===== src/rtl/slave.sv =====
// AXI-Stream receiver: arms on en, accepts trans_lenth beats, pulses done.
// Optional running checksum when SLAVE_CHECKSUM_EN is defined.
module slave #(
  parameter int data_width  = 32,
  parameter int trans_width = 4,
  parameter int trans_lenth = 2**trans_width
) (
  input  logic                  clk,
  input  logic                  rst,
  input  logic [data_width-1:0] s_data,
  input  logic                  s_valid,
  output logic                  s_ready,
  input  logic                  en,
  output logic                  busy,
  output logic                  done,
  output logic [trans_width:0]  rx_count,
  output logic [data_width-1:0] last_data,
  output logic [data_width-1:0] checksum
);

  localparam logic [1:0] IDLE = 2'd0;
  localparam logic [1:0] RECV = 2'd1;
  localparam logic [1:0] DONE = 2'd2;

  localparam logic [trans_width:0] LEN =
    (trans_width+1)'(trans_lenth);

  logic [1:0]            state_q, state_d;
  logic                  s_ready_q, s_ready_d;
  logic                  busy_q, busy_d;
  logic                  done_q, done_d;
  logic [trans_width:0]  rx_count_q, rx_count_d;
  logic [data_width-1:0] last_data_q, last_data_d;

  always_comb begin
    state_d     = state_q;
    rx_count_d  = rx_count_q;
    last_data_d = last_data_q;
    unique case (state_q)
      IDLE: begin
        if (en) begin
          state_d    = RECV;
          rx_count_d = '0;
        end
      end
      RECV: begin
        if (s_valid) begin
          rx_count_d  = rx_count_q + 1'b1;
          last_data_d = s_data;
          if (rx_count_q + 1'b1 == LEN)
            state_d = DONE;
        end
      end
      DONE:    state_d = IDLE;
      default: state_d = IDLE;
    endcase
    // Handshake outputs are registered off the next state
    s_ready_d = (state_d == RECV);
    busy_d    = (state_d == RECV);
    done_d    = (state_d == DONE);
  end

  always_ff @(posedge clk) begin
    if (rst) begin
      state_q     <= IDLE;
      s_ready_q   <= 1'b0;
      busy_q      <= 1'b0;
      done_q      <= 1'b0;
      rx_count_q  <= '0;
      last_data_q <= '0;
    end else begin
      state_q     <= state_d;
      s_ready_q   <= s_ready_d;
      busy_q      <= busy_d;
      done_q      <= done_d;
      rx_count_q  <= rx_count_d;
      last_data_q <= last_data_d;
    end
  end

`ifdef SLAVE_CHECKSUM_EN
  logic [data_width-1:0] checksum_q, checksum_d;

  always_comb begin
    checksum_d = checksum_q;
    if (state_q == IDLE && en)
      checksum_d = '0;
    else if (state_q == RECV && s_valid)
      checksum_d = checksum_q + s_data;
  end

  always_ff @(posedge clk) begin
    if (rst) checksum_q <= '0;
    else     checksum_q <= checksum_d;
  end

  assign checksum = checksum_q;
`else
  assign checksum = '0;
`endif

  assign s_ready   = s_ready_q;
  assign busy      = busy_q;
  assign done      = done_q;
  assign rx_count  = rx_count_q;
  assign last_data = last_data_q;

endmodule


===== config.mk =====
export PLATFORM = sky130hd
export DESIGN_NAME = slave
export DESIGN_NICKNAME = d
export VERILOG_FILES = /design/src/rtl/slave.sv
export SDC_FILE = /design/constraint.sdc
export NUM_CORES = 1
export LEC_CHECK = 0
export ABC_AREA = 0
export CAP_MARGIN = 20
export CORE_UTILIZATION = 33
export DETAILED_ROUTE_END_ITERATION = 16
export PLACE_DENSITY = 0.81
export REMOVE_ABC_BUFFERS = 1
export SLEW_MARGIN = 5
export SYNTH_ARGS = -nofsm -noshare
export SYNTH_HDL_FRONTEND = slang
export SYNTH_SLANG_ARGS = --single-unit
export TNS_END_PERCENT = 50

===== constraint.sdc =====
create_clock -name clk -period 1.2 [get_ports clk]
set_input_delay 0.36 -clock clk [delete_from_list [all_inputs] [get_ports clk]]
set_output_delay 0.36 -clock clk [all_outputs]
set_load 0.03 [all_outputs]

== Word level (Yosys, flattened, before mapping) ==
Index checks and enable logic that the tools add are counted.

* Multiplexer cells: 7
* Add/subtract/negate cells: 1
* Reduce and logical (&&, ||, !) cells: 4
* Eq/ne operators: 6

{| class="wikitable"
|+ Operators with widths
! operator !! count
|-
| $mux W5 || 2
|-
| $pmux W5 S2 || 1
|-
| $mux W2 || 3
|-
| $add A5 B1 Y5 const B || 1
|-
| $eq A5 B5 Y1 const B || 1
|-
| $eq A2 B1 Y1 const B || 2
|-
| $ne A2 B2 Y1 const B || 2
|-
| $pmux W2 S2 || 1
|-
| $reduce_and A3 Y1 || 1
|-
| $eq A2 B2 Y1 const B || 1
|-
| $logic_not A2 Y1 || 1
|-
| $reduce_and A2 Y1 || 1
|-
| $reduce_bool A2 Y1 || 1
|}

* Register bits after elaboration: 41
* Logic and storage cells: 23
* Bits of input ports: 36

== Logic depth before layout (Yosys ltp) ==
* Word-level depth: 6
* Gate-level depth with buffers: 5
* Gate-level depth less buffers: 5

== Worst setup path after synthesis ==
OpenSTA, ideal clock, no wires.

* Kind: reg2reg
* Start: reg rx_count_q[0], in the netlist rx_count[0]
* End: reg rx_count_q[4], in the netlist rx_count[4]
* Data arrival time: 1,306 ps
* Path buffers: 0
* Cell stages (with the launch flop): 6
* Library setup time: 91 ps
* Path slack: -197 ps
* Cells stage by stage: dfxtp_1 -> ha_1 -> nand3_1 -> nor2_1 -> nor2_1 -> a311oi_1

* Longest elaborated chain between the ends: 3

{| class="wikitable"
|+ RTL lines
! what !! line !! source
|-
| start, declared || 32 || <nowiki>logic [trans_width:0] rx_count_q, rx_count_d;</nowiki>
|-
| start signal, assigned || 76 || <nowiki>rx_count_q <= rx_count_d;</nowiki>
|-
| $add A5 B1 Y5 || 48 || <nowiki>rx_count_d = rx_count_q + 1'b1;</nowiki>
|-
| $mux W5 || 47 || <nowiki>if (s_valid) begin</nowiki>
|-
| $pmux W5 S2 || 39 || <nowiki>unique case (state_q)</nowiki>
|}

No other way between the ends. The select of a mux whose other input is x is not followed.
A chain may end at the register's enable or synchronous reset.

== Worst setup path in the final report ==
* Start: reg rx_count_q[0], in the netlist rx_count[0]
* End: out rx_count[0]

{| class="wikitable"
|+ RTL lines
! what !! line !! source
|-
| end, declared || 16 || <nowiki>output logic [trans_width:0] rx_count,</nowiki>
|}

No word-level cell between the ends.

==> reports/qor.yml <==
route:
  ant_nets: 0
  via_per_inst: 4.37
  met1_length_mm: 1.67
  wl_per_cell_um: 10.9
  routed.top_layer: "met4"
  dr_wl_met2_mm: 2.15
  firstDrtPassIters: 4
  drt_iter0_drc: 56
  drc: 0
  wl_met3_um: 261
  vias: 1638
  routed_wl_mm: 4.09
hold_path:
  whs_path_depth: 2
  hold_class: "reg -> reg"
  worstHoldStart: "last_data[5]"
  holdPathEnd: "last_data[5]"
place:
  hpwl_mm: 3.00
  dp.cells: 366
  place_area_um2: 2460
  io_buffers: 75
  place_congestion: 0.799
worst_setup_path:
  required_ns: 0.84
  cp.arrival_ns: 0.90
  rr_startpoint: "state_q[0]"
  reg2reg_to: "rx_count[2]"
  crit_fanout: 4
  critical_path_class: "reg -> out"
  regToRegSetupSlack_ns: 0.03
  endpoint_kind: "output pin"
  startpoint_type: "flop"
  reg2regPathDepth: 5
synth:
  synth_cell_types: 25
  ys_seq_area_share_pct: 46.0
  synth_area_per_cell_um2: 8.18
  synthFlopType: "dfxtp_1"
  yosysTopAreaCellShare_pct: 46.0
  netlist_area_um2: 1780
  netlist_top_cells_area: "dfxtp_1 46%, nand2_1 14%, buf_4 14%"
  synth_warnings: 0
  synth_cells: 218
  ys_top_cells_by_count: "68 x nand2_1, 41 x dfxtp_1, 35 x a21oi_1"
  yosysMostFrequentCell: "nand2_1"
  async_flop_share_pct: 0
  ys_ff_latch: 41
  yosysTopAreaCell: "dfxtp_1"
  synth_edf_count: 0
timing:
  skew_ns: 0.00667
  hold_slack_ns: 0.455
  finalMaxSlewViolations: 0
  fin_crit_ns: 1.26
  timing.final.crit_share_pct: 105
  fin_ws_ns: -0.0584
  rsz0062_at_grt: "true"
  hold_viol: 0
  fmax_mhz: 795
  finalSetupViolCount: 4
job:
  cap_violations: 0
die:
  chipWidth_um: 75.5
  die-height_um: 75.5
  dieArea_um2: 5700
  coreArea_um2: 5140
  row_count: 26
  start_util_pct: 34.7
  pin_count: 108
run_status:
  status: "complete, but fails checks"
  violations: "setup timing"
clock_network:
  cts.sinks: 41
  clk_pin_slew_ns: 0.08
  cts_max_level: 2
  clk_path_buf_depth: 2
  cts-root-buf: "clkbuf_8"
  numCtsBuffers: 5
  cts_tree: "built"
  postCtsHoldBufs: 0
  clk_latency_ns: 0.28
global_routing:
  grt_max_degree: 28
  antenna_found_initial: 0
  grt.total_usage_pct: 13.7
  overflow: 0
  grt_pass1_wl_mm: 5.93
  first_global_vias: 1374
final_layout:
  diodes: 0
  final_cells: 375
  fillCellCount: 514
  syn2layout_area_growth_pct: 46.9
  layout.nets: 341
  stdcell_area_um2: 2620
  layout-drive-gt1-share_pct: 25.6
pwr:
  p_leak_nw: 1.11
  power.density_nw_per_um2: 1110
  ir_worst_vdd_uv: 682
  finalPower_mw: 2.92
[layout by cell type, fill, tap and decap left out, drive strengths merged, types with 2 or more instances in the layout]
cell type,instances
nand2,70
buf,57
dfxtp,41
a21oi,35
clkdlybuf4s50,34
conb,32
nor2,7
clkbuf,6
nand3,2
a311oi,2
a2111oi,2
clkinv,2
a211oi,2
nor4,2
[sequential cells by signal (all words and copies together), names as in the netlist]
register / flops
done: 1
state_q: 2
busy: 1
rx_count: 5
last_data: 32
[worst max-delay path, cell delays in order (launching register included)]
cell     delay [ns]
dfxtp_4        0.37
buf_6          0.12
buf_6          0.13
[cell type report]
class / instances / area (um^2) / area share [%]
tap: 70 / 87.6 / 3.34
clock inverter: 2 / 10.0 / 0.382
clock buffer: 6 / 72.6 / 2.77
multi-input combinational: 164 / 773 / 29.5
sequential: 41 / 833 / 31.8
timing repair buffer: 92 / 843 / 32.2
[kinds of logic after synthesis]
family | Yosys count | synth area share (%)
buffers and inverters | 44 | 18.1
flip-flops | 41 | 46.0
adder cells (fa/ha/maj) | 1 | 0.702
AO/OA/AOI/OAI | 44 | 13.8
AND/OR/NAND/NOR | 87 | 21.2
other | 1 | 0.210
[worst max-delay path by stage]
stage | from | cells past startpoint | end | slack [ns]
2_1_floorplan | state_q[0] | 3 | rx_count[3] | -0.37
4_1_cts | rx_count[0] | 2 | rx_count[0] | -0.06
5_1_grt | rx_count[0] | 2 | rx_count[0] | -0.08
3_3_place_gp | s_valid | 5 | rx_count[4] | -0.47
3_5_place_dp | s_valid | 5 | rx_count[3] | -0.53
6_report | rx_count[0] | 2 | rx_count[0] | -0.06
[stage by stage]
stage                     TNS [ns]  util, %  worst slack (ns)
after floorplan             -10.79        -            -0.374
after global placement      -16.40     47.9            -0.470
after detailed placement    -17.96     47.9            -0.530
after CTS                   -0.199     50.2           -0.0575
after global routing        -0.448     51.0           -0.0808
final                       -0.164     51.0           -0.0584
[power by group]
group	internal [mW]	total (mW)	switching, mW
sequential	1.41	1.44	0.0298
combinational	0.249	0.633	0.384
clock	0.403	0.845	0.442
total	2.06	2.92	0.856
[timing repair]
item                       in CTS  in global routing
pin swaps                       1                  2
setup buffers                   0                  1
setup endpoints to repair      45                 13
gates resized for setup        16                  9
[routing by layer]
layer / vias up / track usage [%]
li1: 822 / -
met1: 747 / 14.8
met2: 67 / 25.1
met3: 2 / 4.76
met4: 0 / 4.32
met5: - / 0
Power figures use the tool's default switching activity.
